`config.mk`:
```
export PLATFORM = sky130hd
export DESIGN_NAME = mcu_block_sequencer
export DESIGN_NICKNAME = d
export VERILOG_FILES = /design/src/rtl/mcu_block_sequencer_pkg.sv /design/src/rtl/mcu_block_sequencer_map.sv /design/src/rtl/mcu_block_sequencer.sv
export SDC_FILE = /design/constraint.sdc
export NUM_CORES = 1
export LEC_CHECK = 0
export CAP_MARGIN = 10
export CORE_UTILIZATION = 59
export DETAILED_ROUTE_END_ITERATION = 16
export HOLD_SLACK_MARGIN = 0.1
export PLACE_DENSITY = 0.83
export SYNTH_ARGS = -nofsm -noshare
export SYNTH_HDL_FRONTEND = slang
export SYNTH_SLANG_ARGS = --single-unit
```
`constraint.sdc`:
```
create_clock -name clk -period 3.2 [get_ports clk]
set_input_delay 0.32 -clock clk [delete_from_list [all_inputs] [get_ports clk]]
set_output_delay 0.32 -clock clk [all_outputs]
set_load 0.01 [all_outputs]
```
`src/rtl/mcu_block_sequencer_pkg.sv`:
```
// ---------------------------------------------------------------------------
// jpeg_enc_pkg
// Shared definitions for the JPEG encoder front end: frame mode encodings,
// the block sequencer state type, the per-block tag layout the run-length
// encoder latches, and a helper giving the last block index of a mode.
// ---------------------------------------------------------------------------
package jpeg_enc_pkg;

    // Frame modes as presented on the sequencer mode input
    localparam logic [1:0] MODE_COLOR   = 2'd0;
    localparam logic [1:0] MODE_MONO    = 2'd1;
    localparam logic [1:0] MODE_JP4DIFF = 2'd2;
    localparam logic [1:0] MODE_JP4     = 2'd3;

    typedef enum logic [1:0] {
        ST_IDLE = 2'd0,
        ST_RUN  = 2'd1,
        ST_DONE = 2'd2
    } seq_state_t;

    // Field order matches the encoder's tag word; lasti marks the final
    // block of the frame.
    typedef struct packed {
        logic       lasti;
        logic       comp_lastinmb;
        logic       comp_color;
        logic       comp_first;
        logic [2:0] comp_number;
    } block_tag_t;

    // Color 4:2:0 carries six blocks per MCU, every other mode four.
    function automatic logic [2:0] lastBlockIndex(input logic [1:0] mode);
        return (mode == MODE_COLOR) ? 3'd5 : 3'd3;
    endfunction

endpackage

```
`src/rtl/mcu_block_sequencer_map.sv`:
```
// ---------------------------------------------------------------------------
// mcu_block_map
// Combinational lookup from (mode, block index within the MCU) to the
// static per-block attributes.
//   i_mode          in  2 : frame mode
//   i_block         in  3 : block index b inside the MCU
//   o_comp_number   out 3 : component the block belongs to
//   o_comp_color    out 1 : block uses the chroma Huffman tables
//   o_first_occ     out 1 : b is the first block of its component in the MCU
//   o_last_index    out 1 : b is the last block index of the mode
// ---------------------------------------------------------------------------
module mcu_block_map
    import jpeg_enc_pkg::*;
(
    input  logic [1:0] i_mode,
    input  logic [2:0] i_block,
    output logic [2:0] o_comp_number,
    output logic       o_comp_color,
    output logic       o_first_occ,
    output logic       o_last_index
);

    always_comb begin
        o_comp_number = 3'd0;
        o_comp_color  = 1'b0;
        o_first_occ   = 1'b0;
        o_last_index  = (i_block == lastBlockIndex(i_mode));
        case (i_mode)
            MODE_COLOR: begin
                // Four luma blocks, then Cb and Cr, one block each
                case (i_block)
                    3'd0: o_first_occ = 1'b1;
                    3'd4: begin
                        o_comp_number = 3'd1;
                        o_comp_color  = 1'b1;
                        o_first_occ   = 1'b1;
                    end
                    3'd5: begin
                        o_comp_number = 3'd2;
                        o_comp_color  = 1'b1;
                        o_first_occ   = 1'b1;
                    end
                    default: ;
                endcase
            end
            MODE_JP4DIFF: begin
                // Each Bayer sub-plane is its own component
                o_comp_number = i_block;
                o_first_occ   = 1'b1;
            end
            default: begin
                o_first_occ = (i_block == 3'd0);
            end
        endcase
    end

endmodule

```
`src/rtl/mcu_block_sequencer.sv`:
```
// ---------------------------------------------------------------------------
// mcu_block_sequencer
// Scheduler in front of the JPEG DC/AC run-length encoder. Tracks block /
// MCU column / MCU row of the current frame and, for every block announced
// by the DCT stage, emits one registered strobe with the block tags.
//   clk, rst            : clock, asynchronous active-high reset
//   en                  : compressor enable, low forces IDLE
//   frame_start         : latches mode/mcu_cols/mcu_rows and arms a frame
//   mode[1:0]           : color / mono / jp4diff / jp4
//   mcu_cols, mcu_rows  : MCUs per row minus 1, MCU rows minus 1
//   block_rdy           : DCT stage has a block
//   stb                 : tag strobe (tags hold until the next stb)
//   comp_number[2:0], comp_first, comp_color, comp_lastinmb,
//   first_block, last_mcu : per-block tags
//   busy                : frame in progress
//   frame_done          : pulse one cycle after the last block's stb
//   err                 : sticky, block_rdy outside RUN
// ---------------------------------------------------------------------------
module mcu_block_sequencer
    import jpeg_enc_pkg::*;
#(
    parameter int MCU_W_BITS = 10
) (
    input  logic                  clk,
    input  logic                  rst,
    input  logic                  en,
    input  logic                  frame_start,
    input  logic [1:0]            mode,
    input  logic [MCU_W_BITS-1:0] mcu_cols,
    input  logic [MCU_W_BITS-1:0] mcu_rows,
    input  logic                  block_rdy,
    output logic                  stb,
    output logic [2:0]            comp_number,
    output logic                  comp_first,
    output logic                  comp_color,
    output logic                  comp_lastinmb,
    output logic                  first_block,
    output logic                  last_mcu,
    output logic                  busy,
    output logic                  frame_done,
    output logic                  err
);

    seq_state_t            r_state;
    logic [1:0]            r_mode;
    logic [MCU_W_BITS-1:0] r_cols;
    logic [MCU_W_BITS-1:0] r_rows;
    logic [2:0]            r_b;
    logic [MCU_W_BITS-1:0] r_x;
    logic [MCU_W_BITS-1:0] r_y;

    logic                  r_stb;
    logic [2:0]            r_comp_number;
    logic                  r_comp_first;
    logic                  r_comp_color;
    logic                  r_comp_lastinmb;
    logic                  r_first_block;
    logic                  r_last_mcu;
    logic                  r_busy;
    logic                  r_frame_done;
    logic                  r_err;

    logic [1:0]            w_mode;
    logic [MCU_W_BITS-1:0] w_cols;
    logic [MCU_W_BITS-1:0] w_rows;
    logic [2:0]            w_b;
    logic [MCU_W_BITS-1:0] w_x;
    logic [MCU_W_BITS-1:0] w_y;
    logic [2:0]            w_map_number;
    logic                  w_map_color;
    logic                  w_map_first_occ;
    logic                  w_map_last_index;
    logic                  w_origin;
    logic                  w_last_mcu;
    logic                  w_first_block;
    block_tag_t            w_tag;
    logic [2:0]            w_b_next;
    logic [MCU_W_BITS-1:0] w_x_next;
    logic [MCU_W_BITS-1:0] w_y_next;
    logic                  w_accept;

    // A frame_start in the same cycle as block_rdy takes effect first, so the
    // tag lookup sees the incoming configuration and a cleared position.
    always_comb begin
        w_mode = frame_start ? mode     : r_mode;
        w_cols = frame_start ? mcu_cols : r_cols;
        w_rows = frame_start ? mcu_rows : r_rows;
        w_b    = frame_start ? 3'd0     : r_b;
        w_x    = frame_start ? '0       : r_x;
        w_y    = frame_start ? '0       : r_y;
    end

    mcu_block_map u_map (
        .i_mode        (w_mode),
        .i_block       (w_b),
        .o_comp_number (w_map_number),
        .o_comp_color  (w_map_color),
        .o_first_occ   (w_map_first_occ),
        .o_last_index  (w_map_last_index)
    );

    // Tags for the block being accepted this cycle. comp_first only applies
    // in the top-left MCU, where the encoder must reset its DC predictors.
    always_comb begin
        w_origin            = (w_x == '0) && (w_y == '0);
        w_last_mcu          = (w_x == w_cols) && (w_y == w_rows);
        w_first_block       = w_origin && (w_b == 3'd0);
        w_tag.comp_number   = w_map_number;
        w_tag.comp_color    = w_map_color;
        w_tag.comp_first    = w_origin && w_map_first_occ;
        w_tag.comp_lastinmb = w_map_last_index;
        w_tag.lasti         = w_map_last_index && w_last_mcu;
    end

    // Position after this block: b wraps at the mode's last index, carrying
    // into x, which wraps at mcu_cols and carries into y.
    always_comb begin
        w_b_next = w_b + 3'd1;
        w_x_next = w_x;
        w_y_next = w_y;
        if (w_map_last_index) begin
            w_b_next = 3'd0;
            if (w_x == w_cols) begin
                w_x_next = '0;
                w_y_next = w_y + 1'b1;
            end else begin
                w_x_next = w_x + 1'b1;
            end
        end
    end

    assign w_accept = block_rdy && (frame_start || (r_state == ST_RUN));

    // Sequencer FSM with counters and registered outputs. The frame_start
    // branch runs first so that a block accepted in the same cycle overrides
    // the cleared counters and, for a final block, the next state.
    always_ff @(posedge clk or posedge rst) begin
        if (rst) begin
            r_state         <= ST_IDLE;
            r_mode          <= MODE_COLOR;
            r_cols          <= '0;
            r_rows          <= '0;
            r_b             <= 3'd0;
            r_x             <= '0;
            r_y             <= '0;
            r_stb           <= 1'b0;
            r_comp_number   <= 3'd0;
            r_comp_first    <= 1'b0;
            r_comp_color    <= 1'b0;
            r_comp_lastinmb <= 1'b0;
            r_first_block   <= 1'b0;
            r_last_mcu      <= 1'b0;
            r_busy          <= 1'b0;
            r_frame_done    <= 1'b0;
            r_err           <= 1'b0;
        end else if (!en) begin
            r_state      <= ST_IDLE;
            r_stb        <= 1'b0;
            r_busy       <= 1'b0;
            r_frame_done <= 1'b0;
        end else begin
            r_stb        <= 1'b0;
            r_frame_done <= 1'b0;
            if (frame_start) begin
                r_mode  <= mode;
                r_cols  <= mcu_cols;
                r_rows  <= mcu_rows;
                r_b     <= 3'd0;
                r_x     <= '0;
                r_y     <= '0;
                r_err   <= 1'b0;
                r_busy  <= 1'b1;
                r_state <= ST_RUN;
            end
            if (w_accept) begin
                r_stb           <= 1'b1;
                r_comp_number   <= w_tag.comp_number;
                r_comp_first    <= w_tag.comp_first;
                r_comp_color    <= w_tag.comp_color;
                r_comp_lastinmb <= w_tag.comp_lastinmb;
                r_first_block   <= w_first_block;
                r_last_mcu      <= w_last_mcu;
                r_b             <= w_b_next;
                r_x             <= w_x_next;
                r_y             <= w_y_next;
                if (w_tag.lasti) begin
                    r_state <= ST_DONE;
                end
            end else if (!frame_start) begin
                case (r_state)
                    ST_IDLE: begin
                        if (block_rdy) begin
                            r_err <= 1'b1;
                        end
                    end
                    ST_DONE: begin
                        r_frame_done <= 1'b1;
                        r_busy       <= 1'b0;
                        r_state      <= ST_IDLE;
                        if (block_rdy) begin
                            r_err <= 1'b1;
                        end
                    end
                    default: ;
                endcase
            end
        end
    end

    assign stb           = r_stb;
    assign comp_number   = r_comp_number;
    assign comp_first    = r_comp_first;
    assign comp_color    = r_comp_color;
    assign comp_lastinmb = r_comp_lastinmb;
    assign first_block   = r_first_block;
    assign last_mcu      = r_last_mcu;
    assign busy          = r_busy;
    assign frame_done    = r_frame_done;
    assign err           = r_err;

endmodule

```
==> impl_metrics.yaml, run 1 <==
pwr:
  power.clock.fraction_pct: 41.9
  switching_part_of_the_total_pct: 25.0
  leakage_power_figure_nw: 1.65
  internal-power_w: 0.00157
  sequential_power_share_pct: 42.4
  pwr-share-comb_pct: 15.7
  net-switching-power_w: 0.000522
  peakVddDrop_uv: 407
  pwr_density_cell_mw_per_mm2: 508
  fin_total_pwr_w: 0.00209
setup_path:
  startpoint: "frame_start"
  critical_path.reg2reg.endpoint: "last_mcu"
  type_of_destination_of_the_critical_path: "register"
  rrSetupSlack_ns: 0.94
  worst_setup_path_start_kind: "input pin"
  timing.setup.critical_path_class: "input pin to register"
  critPathArrivalTime_ns: 2.58
  cp.buffers_inverters: 2
  worstPathCellList: "clkdlybuf4s50_1, buf_4, nor2b_1, ha_1, nand3_1, or4_1, a32oi_1, o32ai_1"
  worstRegToRegCells: 5
  timing.critical_path.required_ns: 3.43
  worst_setup_path_endpoint: "r_x[4]"
  critical_path_cell_count: 8
  slowest_delay_ns: 0.57
  crit_path_top_delay_cell: "sky130_fd_sc_hd__clkdlybuf4s50_1"
  r2r_start: "r_x[2]"
  critical_path_peak_fanout: 18
  path_delay_family: "buffers and inverters"
layout:
  synthesis_to_layout_area_growth_pct: 20.8
  layout-drive-gt1-share_pct: 16.2
  antenna_cells_inserted: 0
  final_cell_utilization_of_the_core_pct: 74.4
  final_common_cell: "sky130_fd_sc_hd__dfrtp_1"
  final_cell_count_no_fill: 460
  finalNetCount: 417
  mostFrequentLayoutCells: "sky130_fd_sc_hd__dfrtp_1 (59), sky130_fd_sc_hd__nand2_1 (46), sky130_fd_sc_hd__clkdlybuf4s50_1 (38)"
place:
  hpwl_detailed_mm: 5.43
  place.detailed.instances: 444
  port-buffer-count: 38
  place_congestion: 0.905
  place_worst_setup_slack_ns: 0.492
timing:
  period_needed_ns: 2.36
  grt_setup_unrepaired: "no"
  max_freq_ghz: 0.424
  hold_viol_final: 0
  final.period_utilization_pct: 73.7
  finalSetupTns_ns: 0
  pin_slew_with_the_least_headroom_to_its_limit_ns: 0.965
  fin_worst_skew_ns: 0.00815
  max_slew_headroom_at_the_worst_pin_pct: 35.6
  fin_ws_ns: 0.843
  final_setup_violating_endpoints: 0
  slew_violations: 0
yosys:
  synthesis.yosys.warnings: 0
  synth_edf_count: 0
  yosys.area_share.xor_xnor_pct: 6.68
  synthAdderAreaFrac_pct: 2.57
  synth_top_family_by_area: "simple AND/OR/NAND/NOR gates"
  ys_dominant_reg_cell: "sky130_fd_sc_hd__dfrtp_1"
  netlist_instances: 345
  synth.distinct_cells: 58
  avgSynthCellArea_um2: 9.88
  yosysSeqAreaShare_pct: 43.3
  synth_simple_gate_area_share_pct: 22.3
  synth_compound_gate_area_share_pct: 11.3
  post_synth_instance_area_mm2: 0.00341
  post_synth_mux_area_share_pct: 9.54
  synth-async-reset-ratio_pct: 100
  synth_nets: 379
  synth-seq-cells: 59
clock_tree:
  tritoncts_clock_tree: "done"
  cts_htree_levels: 3
  cts-buffers-inserted: 9
  clock_latency_ns: 0.35
  clock_sink_count: 59
  post-cts-setup-buffer-count: 0
  cts-root-buf: "sky130_fd_sc_hd__clkbuf_8"
  cts.clk_slew.worst_paths_ns: 0.07
  clock_path_buffers: 2
  post_cts_resized: 0
  hold_buffers: 0
routing:
  drc: 0
  drtIter0Drc: 300
  firstDrtPassIters: 4
  dr_total_vias: 2799
  wirelength_mm: 7.63
  route.detailed.vias_per_inst: 6.08
  wl_per_cell_um: 16.6
  antenna_violating_nets_post_route: 0
worst_hold_path:
  worst_hold_path_type: "register to register"
floorplan:
  die_height_um: 78.0
  top_level_ports: 39
  floorplan.initialDensity_pct: 61.5
  core.rowCount: 27
  die_width_um: 78.0
  design.die.area_mm2: 0.00609
  design.core.area_mm2: 0.00554
outcome:
  outcome: "finished, final reports clean"
global_route:
  antenna_found_initial: 0
  grt-ovfl-total: 0
  grt_pass1_vias: 2689
  grt_first_pass_wirelength_mm: 12.9
  grtUsageTotal_pct: 27.9
  maximum_number_of_pins_on_one_net_before_global_route_repair: 47
run:
  max_cap_violations: 0
[metrics by stage]
| stage | instance area [um^2] | hold slack [ns] |
|---|---|---|
| after floorplan | 3410 | 0.470 |
| after global placement | 3860 | 0.451 |
| after detailed placement | 3860 | 0.457 |
| after CTS | 4120 | 0.472 |
| after global routing | 4120 | 0.504 |
| final | 4120 | 0.467 |
[layer usage]
layer / up-vias / part of all wire, % / wire [um] / GRT usage [%]
met2: 105 / 48 / 3680 / 44.2
met3: 14 / 6.5 / 492 / 5.70
met1: 1359 / 44 / 3330 / 38.2
li1: 1321 / - / - / -
met5: - / 0 / 0 / 0
met4: 0 / 1.5 / 117 / 10.0
[synthesized netlist by cell type, types with 3 or more instances]
master	instances	area, um^2
sky130_fd_sc_hd__dfrtp_1	59	1480
sky130_fd_sc_hd__clkbuf_1	13	48.8
sky130_fd_sc_hd__nor2_1	10	37.5
sky130_fd_sc_hd__nand2b_1	3	18.8
sky130_fd_sc_hd__o31ai_1	3	22.5
sky130_fd_sc_hd__inv_1	15	56.3
sky130_fd_sc_hd__a21oi_1	6	30.0
sky130_fd_sc_hd__and3_1	4	25.0
sky130_fd_sc_hd__mux2i_1	4	40.0
sky130_fd_sc_hd__o22ai_1	3	18.8
sky130_fd_sc_hd__nand2_1	46	173
sky130_fd_sc_hd__a31oi_1	4	25.0
sky130_fd_sc_hd__nor4_2	6	75.1
sky130_fd_sc_hd__xnor2_1	23	201
sky130_fd_sc_hd__nand4_1	9	56.3
sky130_fd_sc_hd__nor2b_1	9	56.3
sky130_fd_sc_hd__mux2_2	24	270
sky130_fd_sc_hd__a32o_1	3	30.0
sky130_fd_sc_hd__nor3_1	7	35.0
sky130_fd_sc_hd__nand3_1	12	60.1
sky130_fd_sc_hd__nor4_1	9	56.3
sky130_fd_sc_hd__buf_2	4	20.0
sky130_fd_sc_hd__ha_1	7	87.6
sky130_fd_sc_hd__xor2_1	3	26.3
sky130_fd_sc_hd__o21ai_0	10	50.1
[sequential cells by signal, indices dropped and copies added, names as in the netlist]
signal	flops
r_x	10
first_block	1
err	1
last_mcu	1
r_rows	10
r_y	10
comp_first	1
r_mode	2
frame_done	1
r_cols	10
comp_number	3
stb	1
comp_lastinmb	1
r_b	3
comp_color	1
busy	1
r_state	2
[layout make-up]
type / instances / area (um^2)
clock inverter: 4 / 95.1
inverter: 16 / 60.1
multi-input combinational: 250 / 1790
fill: 414 / 1420
sequential: 59 / 1480
timing repair buffer: 47 / 448
tap: 72 / 90.1
clock buffer: 12 / 165
[cells by family (layout without fill, tap and decap cells)]
family	after synthesis	in the layout
and+or+nand+nor	134	134
muxes	29	29
adders and majority gates	7	7
buffers and inverters	36	79
xor gates and xnor gates	26	26
DFF	59	59
AOI/OAI and AO/OA	54	54
[power groups by stage]
| stage | clock, W | sequential [W] | combinational [W] |
|---|---|---|---|
| after global routing | 0.000919 | 0.000893 | 0.000363 |
| after floorplan | 0 | 0.000879 | 0.000225 |
| final | 0.000877 | 0.000886 | 0.000329 |
| after CTS | 0.000888 | 0.000885 | 0.000330 |
| after global placement | 0 | 0.000895 | 0.000321 |
| after detailed placement | 0 | 0.000898 | 0.000329 |
[tightest hold or removal path, cell delays in order, from the launching register on]
cell and delay (ns):
sky130_fd_sc_hd__dfrtp_1 0.34, sky130_fd_sc_hd__nand2_1 0.05, sky130_fd_sc_hd__nand2_1 0.05
[worst min path at each step]
stage | cells past startpoint | startpoint | slack, ns | endpoint
2_1_floorplan | 1 | mcu_rows[5] | 0.47 | r_rows[5]
3_3_place_gp | 2 | comp_number[2] | 0.45 | comp_number[2]
3_5_place_dp | 2 | comp_number[2] | 0.46 | comp_number[2]
4_1_cts | 2 | comp_number[2] | 0.47 | comp_number[2]
5_1_grt | 2 | comp_color | 0.50 | comp_color
6_report | 2 | comp_number[2] | 0.47 | comp_number[2]
(Power assumes the default switching activity.)
==> run 2, diff against run 1 <==
- CORE_UTILIZATION: 59 -> 51
- PLACE_DENSITY: 0.83 -> 0.76
- clock period: 3.2 -> 2.1 ns (I/O delays scaled with it)
==> impl_metrics.yaml, run 2 (synthesis gave the netlist of run 1 again) <==
floorplan:
  die_height_um: 83.8
  design.core.area_mm2: 0.00639
  top_level_ports: 39
  floorplan.initialDensity_pct: 53.4
  core.rowCount: 29
  design.die.area_mm2: 0.00702
  die_width_um: 83.8
worst_hold_path:
  worst_hold_path_type: "input pin to async pin"
pwr:
  power.clock.fraction_pct: 35.9
  pwr-share-comb_pct: 19.8
  switching_part_of_the_total_pct: 27.6
  net-switching-power_w: 0.000831
  pwr_density_cell_mw_per_mm2: 683
  sequential_power_share_pct: 44.3
  internal-power_w: 0.00218
  leakage_power_figure_nw: 1.84
  peakVddDrop_uv: 587
timing:
  fin_worst_skew_ns: 0.0101
  slew_violations: 0
  final_setup_violating_endpoints: 0
  final.period_utilization_pct: 98.9
  hold_viol_final: 0
  finalSetupTns_ns: 0
  max_freq_ghz: 0.482
  grt_setup_unrepaired: "yes"
  max_slew_headroom_at_the_worst_pin_pct: 66.2
  period_needed_ns: 2.08
  pin_slew_with_the_least_headroom_to_its_limit_ns: 0.502
  fin_ws_ns: 0.0238
layout:
  final_area_mm2: 0.00441
  final_cell_count_no_fill: 503
  final_common_cell: "sky130_fd_sc_hd__dfrtp_1"
  mostFrequentLayoutCells: "sky130_fd_sc_hd__dfrtp_1 (59), sky130_fd_sc_hd__nand2_1 (46), sky130_fd_sc_hd__buf_4 (45)"
  layout-drive-gt1-share_pct: 24.2
  antenna_cells_inserted: 0
  synthesis_to_layout_area_growth_pct: 29.2
  finalNetCount: 455
routing:
  dr_total_vias: 2937
  drc: 0
  drtIter0Drc: 198
  route.detailed.vias_per_inst: 5.84
  firstDrtPassIters: 4
  wl_per_cell_um: 16.6
  antenna_violating_nets_post_route: 0
  wirelength_mm: 8.35
run:
  max_cap_violations: 0
global_route:
  maximum_number_of_pins_on_one_net_before_global_route_repair: 41
  antenna_found_initial: 0
  grt_first_pass_wirelength_mm: 14.4
  grt_pass1_vias: 2952
  grtUsageTotal_pct: 25.9
  grt-ovfl-total: 0
clock_tree:
  cts-root-buf: "sky130_fd_sc_hd__clkbuf_8"
  cts_htree_levels: 3
  cts.clk_slew.worst_paths_ns: 0.07
  tritoncts_clock_tree: "done"
  cts-buffers-inserted: 9
  post-cts-setup-buffer-count: 0
  clock_latency_ns: 0.34
  clock_sink_count: 59
  clock_path_buffers: 2
setup_path:
  worstRegToRegCells: 5
  startpoint: "r_mode[0]"
  timing.setup.critical_path_class: "register to register"
  critPathArrivalTime_ns: 2.34
  type_of_destination_of_the_critical_path: "register"
  r2r_start: "r_mode[0]"
  timing.critical_path.required_ns: 2.36
  worst_setup_path_start_kind: "register"
  critical_path_peak_fanout: 5
outcome:
  outcome: "finished, final reports clean"
place:
  placedInstanceArea_mm2: 0.00418
  place.detailed.instances: 487
  place_congestion: 0.847
  place_worst_setup_slack_ns: -0.180
  hpwl_detailed_mm: 6.03
  port-buffer-count: 38
## run 2: repair_timing
action                     in CTS  in global routing
resized for setup               1                  3
hold buffers                    0                  0
hold endpoints to repair        0                  0
setup endpoints to repair       1                 10
## run 2: worst paths after layout
path	slack [ns]	to
setup reg to reg	0.02	r_y[8]
min in group clk	0.48	comp_lastinmb
hold / removal	0.20	r_rows[4]
setup / recovery	0.02	r_y[8]
max in group asynchronous	1.34	r_x[9]
hold reg to reg	0.48	comp_lastinmb
## run 2: area by class of cell
type | count | area (um^2)
timing repair buffer | 85 | 758
tap | 77 | 96.3
multi-input combinational | 250 | 1810
clock inverter | 4 | 48.8
fill | 508 | 1980
inverter | 16 | 60.1
sequential | 59 | 1480
clock buffer | 12 | 155
## run 2: layer usage
metal	vias up	global-route usage [%]	wire length, um
met5	-	0	0
met4	0	9.86	125
met3	14	3.96	528
met2	101	41.4	3980
met1	1420	35.8	3720
li1	1402	-	-
## run 2: power groups by stage
stage,Combinational [W],Clock (W),Sequential [W]
after global routing,0.000652,0.00114,0.00135
after detailed placement,0.000588,0,0.00136
after global placement,0.000577,0,0.00135
after CTS,0.000594,0.00108,0.00133
final,0.000595,0.00108,0.00134
after floorplan,0.000343,0,0.00134
## run 2: worst max-delay path, stage by stage, from the launching register on
cell and delay (ns):
sky130_fd_sc_hd__dfrtp_1 0.38, sky130_fd_sc_hd__or2_4 0.27, sky130_fd_sc_hd__mux2_4 0.35, sky130_fd_sc_hd__or4_4 0.53
sky130_fd_sc_hd__nor4b_4 0.24, sky130_fd_sc_hd__mux2i_1 0.24
## run 2: stage by stage
stage | power [W] | utilization [%] | hold WS (ns)
floorplan | 0.00168 | - | 0.360
global placement | 0.00193 | 65.4 | 0.454
detailed placement | 0.00194 | 65.4 | 0.467
CTS | 0.00301 | 68.7 | 0.217
global route | 0.00314 | 69.0 | 0.251
finish | 0.00301 | 69.0 | 0.198
==> run 3, diff against run 2 <==
- PLACE_DENSITY: 0.76 -> 0.74
==> impl_metrics.yaml, run 3 (synthesis gave the netlist of run 1 again) <==
clock_tree:
  cts.clk_slew.worst_paths_ns: 0.08
  clock_path_buffers: 2
  cts-root-buf: "sky130_fd_sc_hd__clkbuf_8"
  clock_latency_ns: 0.35
  cts-buffers-inserted: 9
  clock_sink_count: 59
  post-cts-setup-buffer-count: 0
  tritoncts_clock_tree: "done"
  hold_buffers: 0
  cts_htree_levels: 3
  post_cts_resized: 1
routing:
  route.detailed.vias_per_inst: 5.93
  antenna_violating_nets_post_route: 0
  drtIter0Drc: 274
  wirelength_mm: 8.64
  firstDrtPassIters: 5
  wl_per_cell_um: 17.0
  drc: 0
  dr_total_vias: 3012
timing:
  max_freq_ghz: 0.483
  fin_worst_skew_ns: 0.0118
  period_needed_ns: 2.07
  final.period_utilization_pct: 98.5
  final_setup_violating_endpoints: 0
  slew_violations: 0
  final.hold.worst_slack_ns: 0.223
  pin_slew_with_the_least_headroom_to_its_limit_ns: 0.426
  fin_ws_ns: 0.0314
  grt_setup_unrepaired: "yes"
  hold_viol_final: 0
  max_slew_headroom_at_the_worst_pin_pct: 71.3
  finalSetupTns_ns: 0
floorplan:
  die_height_um: 83.8
  top_level_ports: 39
  design.core.area_mm2: 0.00639
  design.die.area_mm2: 0.00702
  floorplan.initialDensity_pct: 53.4
  die_width_um: 83.8
  core.rowCount: 29
setup_path:
  timing.setup.critical_path_class: "register to register"
  worstPathCellList: "or2_4, mux2_4, or4_4, nor4b_4, mux2i_1"
  critical_path.reg2reg.endpoint: "r_y[8]"
  critical_path_peak_fanout: 8
  startpoint: "r_mode[0]"
  path_delay_family: "simple AND/OR/NAND/NOR gates"
  type_of_destination_of_the_critical_path: "register"
  r2r_start: "r_mode[0]"
  worst_setup_path_endpoint: "r_y[8]"
  timing.critical_path.required_ns: 2.37
  rrSetupSlack_ns: 0.03
  worst_setup_path_start_kind: "register"
  critical_path_cell_count: 5
  worstRegToRegCells: 5
  critPathArrivalTime_ns: 2.33
  crit_path_top_delay_cell: "sky130_fd_sc_hd__or4_4"
  cp.buffers_inverters: 0
  slowest_delay_ns: 0.54
place:
  place.detailed.instances: 492
  port-buffer-count: 38
  hpwl_detailed_mm: 6.07
  place_congestion: 0.815
  place_worst_setup_slack_ns: -0.192
global_route:
  grtUsageTotal_pct: 26.7
  grt-ovfl-total: 0
  grt_first_pass_wirelength_mm: 14.5
  antenna_found_initial: 0
  maximum_number_of_pins_on_one_net_before_global_route_repair: 60
  grt_pass1_vias: 2949
pwr:
  leakage_power_figure_nw: 1.87
  peakVddDrop_uv: 477
  pwr_density_cell_mw_per_mm2: 710
layout:
  finalNetCount: 460
  layout-drive-gt1-share_pct: 25.1
  n_fill_cell: 475
  mostFrequentLayoutCells: "sky130_fd_sc_hd__dfrtp_1 (59), sky130_fd_sc_hd__buf_4 (51), sky130_fd_sc_hd__nand2_1 (46)"
  final_cell_utilization_of_the_core_pct: 69.8
  synthesis_to_layout_area_growth_pct: 30.7
  antenna_cells_inserted: 0
  final_common_cell: "sky130_fd_sc_hd__dfrtp_1"
  final_cell_count_no_fill: 508
outcome:
  outcome: "finished, final reports clean"
worst_hold_path:
  worst_hold_path_type: "input pin to async pin"
run:
  max_cap_violations: 0
==> run 3: metal layers <==
layer	part of all wire [%]	global-route usage, %	wire length (um)
met1	44	36.2	3790
met2	48	41.5	4170
met3	5.7	7.22	495
met4	2.1	9.09	178
met5	0	0	0
==> run 3: worst register-to-register path: cells and delay by family (launching register included) <==
kind	cells	cell delay [ns]
DFF	1	0.39
muxes	2	0.56
and+or+nand+nor	3	1.03
==> run 3: layout make-up <==
| cell class | instances | area [um^2] | share of cell area, % |
|---|---|---|---|
| tap | 77 | 96.3 | 2.16 |
| clock buffer | 11 | 151 | 3.40 |
| multi-input combinational | 250 | 1810 | 40.5 |
| sequential | 59 | 1480 | 33.1 |
| clock inverter | 5 | 83.8 | 1.88 |
| timing repair buffer | 90 | 783 | 17.6 |
| inverter | 16 | 60.1 | 1.35 |
==> run 3: worst min-delay path by stage <==
stage | startpoint | end | slack, ns | depth (start not counted)
floorplan | mcu_rows[5] | r_rows[5] | 0.36 | 1
global placement | comp_number[2] | comp_number[2] | 0.45 | 2
detailed placement | comp_number[1] | comp_number[1] | 0.47 | 2
CTS | rst | comp_color | 0.25 | 3
global route | rst | comp_first | 0.26 | 3
finish | rst | comp_first | 0.22 | 3
==> run 3: stage by stage <==
step / total power, W / instance area [um^2]
floorplan: 0.00168 / 3410
global placement: 0.00192 / 4200
finish: 0.00317 / 4460
CTS: 0.00317 / 4440
detailed placement: 0.00194 / 4200
global route: 0.00330 / 4460
==> run 3: where the power goes <==
part / total [W] / internal [W] / switching, W
clock: 0.00124 / 0.000737 / 0.000506
sequential: 0.00133 / 0.00124 / 0.0000878
combinational: 0.000590 / 0.000318 / 0.000272
total: 0.00317 / 0.00230 / 0.000866
